===== src/rtl/ysyx_23060124_ifu.sv =====
// Instruction fetch unit: owns the PC, issues one fetch at a time to instruction
// memory, holds the returned word for decode and honours redirects from execute.
// Optional performance counters are enabled with `define YSYX_23060124_IFU_PERF_EN.
module ysyx_23060124_ifu #(
   parameter int unsigned          ISA_WIDTH = 32,
   parameter logic [ISA_WIDTH-1:0] RESET_PC  = 32'h8000_0000
) (
   input  logic                 i_clk,
   input  logic                 i_rst,
   output logic                 o_imem_req_valid,
   input  logic                 i_imem_req_ready,
   output logic [ISA_WIDTH-1:0] o_imem_addr,
   input  logic                 i_imem_rsp_valid,
   input  logic [ISA_WIDTH-1:0] i_imem_rsp_data,
   input  logic                 i_imem_rsp_err,
   output logic [ISA_WIDTH-1:0] o_ins,
   output logic [ISA_WIDTH-1:0] o_pc,
   output logic                 o_valid,
   input  logic                 i_ready,
   output logic                 o_fetch_err,
   input  logic                 i_redirect_valid,
   input  logic [ISA_WIDTH-1:0] i_redirect_pc
`ifdef YSYX_23060124_IFU_PERF_EN
   ,
   output logic [63:0]          o_perf_fetch_cnt,
   output logic [63:0]          o_perf_stall_cnt
`endif
);

   typedef enum logic [1:0] {StReq = 2'd0, StWait = 2'd1, StHold = 2'd2} state_e;

   state_e               state_q, state_d;
   logic [ISA_WIDTH-1:0] pc_q, pc_d;
   logic                 kill_q, kill_d;
   logic                 valid_q, valid_d;
   logic [ISA_WIDTH-1:0] ins_q, ins_d;
   logic [ISA_WIDTH-1:0] opc_q, opc_d;
   logic                 err_q, err_d;
   logic                 misaligned;
   logic                 req_fire;

   assign misaligned       = (pc_q[1:0] != 2'b00);
   // A misaligned PC never reaches the bus; it is reported straight to decode.
   assign o_imem_req_valid = (state_q == StReq) && !i_rst && !misaligned;
   assign o_imem_addr      = pc_q;
   assign req_fire         = o_imem_req_valid && i_imem_req_ready;

   assign o_ins       = ins_q;
   assign o_pc        = opc_q;
   assign o_valid     = valid_q;
   assign o_fetch_err = err_q;

   // Next-state logic: redirect outranks everything except reset.
   always_comb begin
      state_d = state_q;
      pc_d    = pc_q;
      kill_d  = kill_q;
      valid_d = valid_q;
      ins_d   = ins_q;
      opc_d   = opc_q;
      err_d   = err_q;
      if (i_redirect_valid) begin
         pc_d = i_redirect_pc;
      end
      case (state_q)
         StReq: begin
            if (i_redirect_valid) begin
               // An accepted request now carries a stale address; drop its response.
               if (req_fire) begin
                  state_d = StWait;
                  kill_d  = 1'b1;
               end
            end else if (misaligned) begin
               state_d = StHold;
               valid_d = 1'b1;
               ins_d   = '0;
               opc_d   = pc_q;
               err_d   = 1'b1;
            end else if (req_fire) begin
               state_d = StWait;
            end
         end
         StWait: begin
            if (i_imem_rsp_valid) begin
               if (i_redirect_valid || kill_q) begin
                  state_d = StReq;
                  kill_d  = 1'b0;
               end else begin
                  state_d = StHold;
                  valid_d = 1'b1;
                  ins_d   = i_imem_rsp_err ? '0 : i_imem_rsp_data;
                  opc_d   = pc_q;
                  err_d   = i_imem_rsp_err;
               end
            end else if (i_redirect_valid) begin
               kill_d = 1'b1;
            end
         end
         StHold: begin
            if (i_redirect_valid) begin
               state_d = StReq;
               valid_d = 1'b0;
            end else if (i_ready) begin
               state_d = StReq;
               valid_d = 1'b0;
               pc_d    = pc_q + ISA_WIDTH'(4);
            end
         end
         default: begin
            state_d = StReq;
         end
      endcase
   end

   // State register with synchronous reset.
   always_ff @(posedge i_clk) begin
      if (i_rst) begin
         state_q <= StReq;
         pc_q    <= RESET_PC;
         kill_q  <= 1'b0;
         valid_q <= 1'b0;
         ins_q   <= '0;
         opc_q   <= '0;
         err_q   <= 1'b0;
      end else begin
         state_q <= state_d;
         pc_q    <= pc_d;
         kill_q  <= kill_d;
         valid_q <= valid_d;
         ins_q   <= ins_d;
         opc_q   <= opc_d;
         err_q   <= err_d;
      end
   end

`ifdef YSYX_23060124_IFU_PERF_EN
   logic [63:0] fetch_cnt_q;
   logic [63:0] stall_cnt_q;

   // Count delivered instructions and cycles spent waiting on memory.
   always_ff @(posedge i_clk) begin
      if (i_rst) begin
         fetch_cnt_q <= '0;
         stall_cnt_q <= '0;
      end else begin
         if (valid_q && i_ready) begin
            fetch_cnt_q <= fetch_cnt_q + 64'd1;
         end
         if (((state_q == StReq) && !i_imem_req_ready) || (state_q == StWait)) begin
            stall_cnt_q <= stall_cnt_q + 64'd1;
         end
      end
   end

   assign o_perf_fetch_cnt = fetch_cnt_q;
   assign o_perf_stall_cnt = stall_cnt_q;
`endif

endmodule


===== config.mk =====
export PLATFORM = sky130hd
export DESIGN_NAME = ysyx_23060124_ifu
export DESIGN_NICKNAME = d
export VERILOG_FILES = /design/src/rtl/ysyx_23060124_ifu.sv
export SDC_FILE = /design/constraint.sdc
export NUM_CORES = 1
export LEC_CHECK = 0
export BUFFER_PORTS_ARGS = -buffer_cell sky130_fd_sc_hd__buf_2
export CAP_MARGIN = 20
export CORE_ASPECT_RATIO = 1.2
export CORE_MARGIN = 2
export CORE_UTILIZATION = 49
export CTS_CLUSTER_DIAMETER = 80
export DETAILED_ROUTE_END_ITERATION = 10
export GPL_TIMING_DRIVEN = 0
export PLACE_DENSITY = 0.8
export SYNTH_ARGS = -nofsm -noshare
export SYNTH_HDL_FRONTEND = slang
export SYNTH_SLANG_ARGS = --single-unit
export TNS_END_PERCENT = 100

===== constraint.sdc =====
create_clock -name i_clk -period 2.4 [get_ports i_clk]
set_input_delay 0 -clock i_clk [delete_from_list [all_inputs] [get_ports i_clk]]
set_output_delay 0 -clock i_clk [all_outputs]
set_load 0.03 [all_outputs]

# Yosys cells after proc, flatten, opt, wreduce, memory -nomap -nowiden
# Cells that the tools add are included.
[word_totals] register_bits=101 latch_bits=0 ram_bits=0 romBits=0 inputBits=71 word_cells=72 memories=0
[op_classes] n_addsub=1 multipliers=0 div=0 n_lt_le_gt_ge=0 eq_ne=11 shifts=0 mux=39 bitwise=0 n_reduce_logical=14
[ops] cell="$mux W32" n=13
[ops] cell="$pmux W32 S2" n=2
[ops] cell="$add A32 B3 Y32 const B" n=1
[ops] cell="$mux W2" n=7
[ops] cell="$mux W1" n=13
[ops] cell="$ne A2 B2 Y1 const B" n=6
[ops] cell="$reduce_and A5 Y1" n=2
[ops] cell="$ne A3 B3 Y1 const B" n=3
[ops] cell="$pmux W2 S3" n=1
[ops] cell="$reduce_and A6 Y1" n=1
[ops] cell="$pmux W1 S2" n=2
[ops] cell="$reduce_bool A2 Y1" n=2
[ops] cell="$logic_and A1 B1 Y1" n=3
[ops] cell="$pmux W1 S3" n=1
[ops] cell="$reduce_bool A3 Y1" n=1
[ops] cell="$eq A2 B1 Y1 const B" n=1
[ops] cell="$eq A2 B2 Y1 const B" n=1
[ops] cell="$logic_not A1 Y1" n=2
[ops] cell="$logic_not A2 Y1" n=1
[ops] cell="$reduce_and A2 Y1" n=1
[ops] cell="$logic_or A1 B1 Y1" n=1

# Longest topological paths before layout
# Gate-level depths: netlist of run 1.
[logic_depth] depth_word=8 depth_mapped=7

# Worst setup path after synthesis of run 1
# OpenSTA, ideal clock, no wires.
[synth_timing] path_type="reg2reg" from="register pc_q[2] (netlist: o_imem_addr[2])" to="register pc_q[20] (netlist: o_imem_addr[20])" arrival_ps=1988 required_time_ps=2326 setup_slack_ps=337 stages_incl_launch_ff=8 n_path_buf=2 cell_sequence="dfxtp_1 ha_1 and3_1 buf_2 nand4_1 buf_2 or4_1 a31oi_1"
[synth_between] elab_chain_len=4
[synth_lines] element="start: declaration" line_no="33" rtl="logic [ISA_WIDTH-1:0] pc_q, pc_d;"
[synth_lines] element="start signal: assignment" line_no="127" rtl="pc_q <= pc_d;"
[synth_lines] element="$add A32 B3 Y32" line_no="106" rtl="pc_d = pc_q + ISA_WIDTH'(4);"
[synth_lines] element="$mux W32" line_no="103" rtl="end else if (i_ready) begin"
[synth_lines] element="$mux W32" line_no="100" rtl="if (i_redirect_valid) begin"
[synth_lines] element="$mux W32" line_no="65" rtl="case (state_q)"
# Every way passes these cells.
# A chain may end at the register's enable or synchronous reset.

# Worst setup path after layout of run 1
[layout_timing] from="register pc_q[13] (netlist: o_imem_addr[13])" to="register pc_q[28] (netlist: o_imem_addr[28])"
# Same word-level chain as after synthesis.

==> results of run 1 <==
==> power by group through the flow <==
stage,registers (mW),clock network [mW],logic (mW)
after floorplan,1.95,0,0.236
after global placement,1.85,0,0.526
after detailed placement,1.85,0,0.537
after CTS,1.81,1.06,0.610
after global routing,1.83,1.12,0.661
final,1.82,1.06,0.623
==> metrics by stage <==
stage | hold slack [ps] | setup WS [ps] | util, %
6_report | 20.3 | 295 | 71.0
5_1_grt | 19.4 | 30.8 | 71.0
2_1_floorplan | 133 | 337 | -
4_1_cts | 17.9 | 326 | 71.0
3_3_place_gp | 220 | 358 | 62.3
3_5_place_dp | 220 | 346 | 62.3
==> cell type report <==
type,count,area [µm²]
clock buffer,9,124
buffer,36,169
multi-input combinational,328,2180
sequential,101,2020
clock inverter,7,68.8
inverter,8,30.0
timing repair buffer,225,1410
tap,117,146
fill,670,2510
==> worst max-delay path, cell delays in order (launching register included) <==
cell and delay [ps]:
dfxtp_1 520, nand4_1 230, buf_2 250, or4_4 520, o311ai_1 350, nand3_1 110
==> timing repair <==
| item | in CTS | in global routing |
|---|---|---|
| endpoints found under the setup margin | 0 | 0 |
| endpoints found under the hold margin | 56 | 0 |
| hold buffers | 56 | 0 |
==> state kept, by name (all words and copies together) (netlist names) <==
signal and cells:
o_valid 1, state_q 2, o_imem_addr 32, o_fetch_err 1, o_pc 32, o_ins 32, kill_q 1
==> metal layers <==
| metal | routed length, µm | up-vias | track usage (%) | part of all wire (%) |
|---|---|---|---|---|
| met3 | 1350 | 48 | 5.39 | 8.9 |
| li1 | - | 2256 | - | - |
| met5 | 0 | - | 0 | 0 |
| met1 | 5890 | 2306 | 35.8 | 39 |
| met2 | 7390 | 282 | 52.9 | 49 |
| met4 | 495 | 0 | 13.1 | 3.3 |
==> cells in the final DEF (no fill, tap or decap), drive strengths merged, types with 7 or more instances in the layout <==
cell / Yosys / routed
a21oi: 19 / 19
clkbuf: 18 / 27
nor3: 10 / 10
dlygate4sd3: 0 / 56
mux2i: 42 / 42
o21ai: 9 / 9
nand4: 17 / 17
nor2: 55 / 55
a22o: 32 / 32
nand2: 27 / 27
inv: 8 / 11
a31oi: 12 / 12
buf: 18 / 187
nand3: 16 / 16
or4: 9 / 9
nor4: 7 / 7
dfxtp: 101 / 101
==> cells by family after synthesis <==
family,synth area share (%)
and+or+nand+nor,20.7
AOI/OAI and AO/OA,18.1
DFF,45.9
muxes,10.3
buffers and inverters,4.52
xor gates and xnor gates,0.199
adders and majority gates,0.284
==> path summary, 6_finish.rpt <==
path	from	to	slack [ps]
worst max-delay path	o_imem_addr[13]	o_imem_addr[28]	290
worst min-delay path	i_ready	state_q[1]	20
worst max register to register	o_imem_addr[13]	o_imem_addr[28]	290
worst min register to register	o_ins[21]	o_ins[21]	480
==> metrics, run 1 <==
Clock Path Buffers=2; Std-Cell Core Area=8660 µm²; share of layout cells above drive strength 1=29.6%; Slew Viols, Final=0; TritonCTS buffer count=9; vias in the first global route=4760; DP Cell Count=759; most frequent cells after synthesis=101 x dfxtp_1, 55 x nor2_1, 42 x mux2i_1; top cells by area, synth=dfxtp_1 46%, mux2i_1 9.5%, a22o_1 6.4%, nor2_1 4.7%, nand4_1 2.4%; Initial Util=50.9%; Clock power frac=30.2%; synth warn=0; sequential power share=52.0%; critical-path maximum fanout=10; Hold Path Class=primary input to flip-flop; Most used DFF post-synth=dfxtp_1; first-pass GRT wire length=23.5 mm; P&R area growth vs syn=39.6%; Final Non-Filler Cells=831; clock skew=11.9 ps; Setup Buffers After CTS=0; syn_area_per_cell=9.31 µm²; Max-slew headroom=50.7%; Routed WL per cell=18.2 µm; Net Sw Frac=31.4%; Worst Path Arrival=2350 ps; initial antenna violation count=0; Clock Latency Late Sink=380 ps; Top Ports=170; Critical Path Sink Type=flip-flop; 1st-iter DRT viols=434; GRT Overall Usage=30.0%; die span in x=90.5 µm; DP Area=5400 µm²; Yosys reg bits=101; Leak=2.72 nW; gr ovfl total=0; register area share after synthesis=45.9%; post-synth top area share=45.9%; synthesized area=4400 µm²; Layout Nets=781; area leader, netlist=dfxtp_1; die height=108 µm; final hold vios=0; reported net switching power=1.10 mW; Finish-stage setup viols=0; Power Internal=2.40 mW; post-synthesis async set-or-reset flop share=0%; worst r2r path cells=5; clk sink count=101; CP Data Required Time=2640 ps; Clock transition at path regs=110 ps; vias per cell=5.89; Slew @ Worst Pin=732 ps; Worst VDD drop=0.333 mV; status=finished, final reports clean; Die Area=9770 µm²; Synth cell types=55; Syn Inst Count=473; post-layout min period=2110 ps; CTS tree=done; First-pass DRT Iterations=6; Hold Path Depth=4; Post-DRT Antenna Nets=0; Logic pwr share=17.8%; Port Buffers=169; Residual DRC=0; Tcrit/Tclk final=87.7%; Max-Cap Viols=0; RSZ-0062 raised after global routing=false; FMAX=0.475 GHz; Power Density=569 nW/µm²; fin area=6150 µm²; Net Count, Synth=545; Total Wirelength=15.1 mm; routability-driven placement congestion ratio=0.924; number of synthesized flops with an enable pin=0; DP HPWL=9.88 mm; top-count cell post-synth=dfxtp_1; Antenna Cells=0; Setup TNS Final=0 ps; critical path launch point type=flip-flop; largest net degree at the start of global routing=20; DR vias=4892; Design Power=3.50 mW; htree depth=3; PostCTS Resize Cnt=0; FP Rows=37; CTS root buffer=clkbuf_8; WS Path Type=flip-flop to flip-flop
(Power assumes the default switching activity.)
==> run 2, diff against run 1 <==
--- a/constraint.sdc
+++ b/constraint.sdc
@@ -3,2 +3,2 @@
 set_output_delay 0 -clock i_clk [all_outputs]
-set_load 0.03 [all_outputs]
+set_load 0.1 [all_outputs]
==> run 2 against run 1 <==
Against the previous run:
- critical endpoint is now o_imem_addr[5]
- sequential cell count stayed put
- register-to-register slack worse by 40 ps
- die area stayed put
- sequential power hardly changed
- final area is 0.47% higher
- clock-buffer cell count stayed put
- wire length hardly changed
- critical path type unchanged
- final cell count is 0.12% lower
- largest power group unchanged
- the flow now finishes with violations (negative hold slack)
==> metrics, run 2 (same netlist as run 1, synthesis figures left out) <==
Post-DRT Antenna Nets=0 (unchanged); Slew Viols, Final=0 (unchanged); CTS root buffer=clkbuf_8 (unchanged); met1 usage=36.7% (was 35.8%); largest net degree at the start of global routing=19 (was 20); CP Data Required Time=2690 ps (was 2640 ps); Initial Util=50.9% (unchanged); post-layout min period=2140 ps (was 2110 ps); RSZ-0062 raised after global routing=false (unchanged); filler cell count=661 (was 670); DP HPWL=9.79 mm (was 9.88 mm); Tcrit/Tclk final=89.2% (was 87.7%); 1st-iter DRT viols=336 (was 434); pre-CTS WS=372 ps (was 346 ps); Clock transition at path regs=100 ps (was 110 ps); slowest CP cell=nor2_1 (was dfxtp_1); Layout Nets=780 (was 781); final hold vios=1 (was 0); Die Area=9770 µm² (unchanged); Routed WL per cell=18.2 µm (about the same); Leak=2.74 nW (was 2.72 nW); WS Path Type=flip-flop to flip-flop (unchanged); met2 Resource Use GR=53.6% (was 52.9%); critical path launch point type=flip-flop (unchanged); P&R area growth vs syn=40.3% (was 39.6%); Worst path max stage delay=510 ps (was 520 ps); Clock Path Buffers=2 (unchanged); Worst VDD drop=0.333 mV (about the same); Clock Latency Late Sink=370 ps (was 380 ps); Final WS setup=258 ps (was 295 ps); status=finished with violations (was finished, final reports clean); Std-Cell Core Area=8660 µm² (unchanged); DR vias=4887 (was 4892); die height=108 µm (unchanged); CTS tree=done (unchanged); Hold WS=-8.01 ps (was 20.3 ps); critical-path maximum fanout=10 (unchanged); CP Cell Sequence=clkbuf_1 > and4bb_2 > buf_2 > nor2_1 > o21ai_0 > a31oi_1 (was nand4_1 > buf_2 > or4_4 > o311ai_1 > nand3_1); Max-Cap Viols=0 (unchanged); die span in x=90.5 µm (unchanged); htree depth=3 (unchanged); Slew @ Worst Pin=806 ps (was 732 ps); Most Used Layer, Global Route=met2 (unchanged); TritonCTS buffer count=9 (unchanged); First-pass DRT Iterations=7 (was 6); Port Buffers=169 (unchanged); Setup Buffers After CTS=0 (unchanged); Max-slew headroom=45.8% (was 50.7%); vias per cell=5.89 (about the same); leading cell types in the layout, fill and taps excluded=181 x buf_2, 91 x dfxtp_1, 55 x nor2_1, 55 x dlygate4sd3_1, 42 x mux2i_1 (was 181 x buf_2, 101 x dfxtp_1, 56 x dlygate4sd3_1); FP Rows=37 (unchanged); first-pass GRT wire length=24.3 mm (was 23.5 mm); Worst Path Arrival=2430 ps (was 2350 ps); Antenna Cells=0 (unchanged); Total Wirelength=15.1 mm (about the same); clk sink count=101 (unchanged); GRT Overall Usage=30.7% (was 30.0%); failing checks=negative hold slack; Finish-stage setup viols=0 (unchanged); clock skew=17.5 ps (was 11.9 ps); initial antenna violation count=0 (unchanged); share of layout cells above drive strength 1=31.1% (was 29.6%); Setup TNS Final=0 ps (unchanged); commonest non-fill, non-tap cell in the layout=buf_2 (unchanged); met3 Use GR=5.81% (was 5.39%); Power Density=629 nW/µm² (was 569 nW/µm²); vias in the first global route=4795 (was 4760); gr ovfl total=0 (unchanged); Residual DRC=0 (unchanged); routability-driven placement congestion ratio=0.949 (was 0.924); Critical Path Sink Type=flip-flop (unchanged); FMAX=0.467 GHz (was 0.475 GHz); Hold Path Class=primary input to flip-flop (unchanged); Top Ports=170 (unchanged)
run 2: cell count changes in the layout (fill, tap and decap cells not counted):
cell / delta
bufinv_16: +1
clkinvlp_4: -1
nor4b_1: -1
dfxtp_2: +10
nor4b_4: +1
clkinv_8: -1
dlygate4sd3_1: -1
dfxtp_1: -10
clkinv_2: +1
run 2: metrics by stage:
step,instances,utilization [%],hold WS (ps),power [mW],cell area [µm²]
after global routing,830,71.4,5.71,4.01,6180
after CTS,830,71.4,1.29,3.87,6180
after global placement,759,62.7,219,2.69,5420
after detailed placement,759,62.7,221,2.71,5420
final,830,71.4,-8.01,3.89,6180
after floorplan,473,-,133,2.50,4430
run 2: worst max-delay path: cells and delay by family (launching register included):
kind | cells | cell delay, ps
and+or+nand+nor | 2 | 840
DFF | 1 | 330
AOI/OAI and AO/OA | 2 | 450
buffers and inverters | 2 | 430
run 2: layout make-up:
type / count / area [µm²] / area share [%]
buffer: 36 / 169 / 2.73
clock buffer: 9 / 124 / 2.00
clock inverter: 7 / 80.1 / 1.30
inverter: 8 / 30.0 / 0.486
multi-input combinational: 328 / 2200 / 35.6
sequential: 101 / 2030 / 32.9
tap: 117 / 146 / 2.37
timing repair buffer: 224 / 1400 / 22.6
run 2: power breakdown:
group	switching [mW]	leakage, nW	total [mW]	internal (mW)
Clock	0.631	0.102	1.13	0.497
Sequential	0.0800	0.825	1.82	1.74
Combinational	0.679	1.81	0.937	0.259
Total	1.39	2.74	3.89	2.50
run 2: metal layers:
metal | share of wire (%) | wire [µm]
met1 | 39 | 5970
met2 | 49 | 7380
met3 | 8.4 | 1270
met4 | 3.3 | 506
met5 | 0 | 0
run 2: final timing paths:
path / end / cells past startpoint / from / slack (ps)
hold reg to reg: o_ins[11] / 1 / o_ins[11] / 480
setup reg to reg: o_imem_addr[5] / 6 / state_q[1] / 260
setup / recovery: o_imem_addr[5] / 6 / state_q[1] / 260
hold / removal: o_imem_addr[13] / 3 / i_redirect_pc[13] / -8
run 2: timing repair:
item	CTS	global route
endpoints found under the setup margin	0	0
hold endpoints to repair	56	0
hold buffers	55	0
resized for setup	0	0
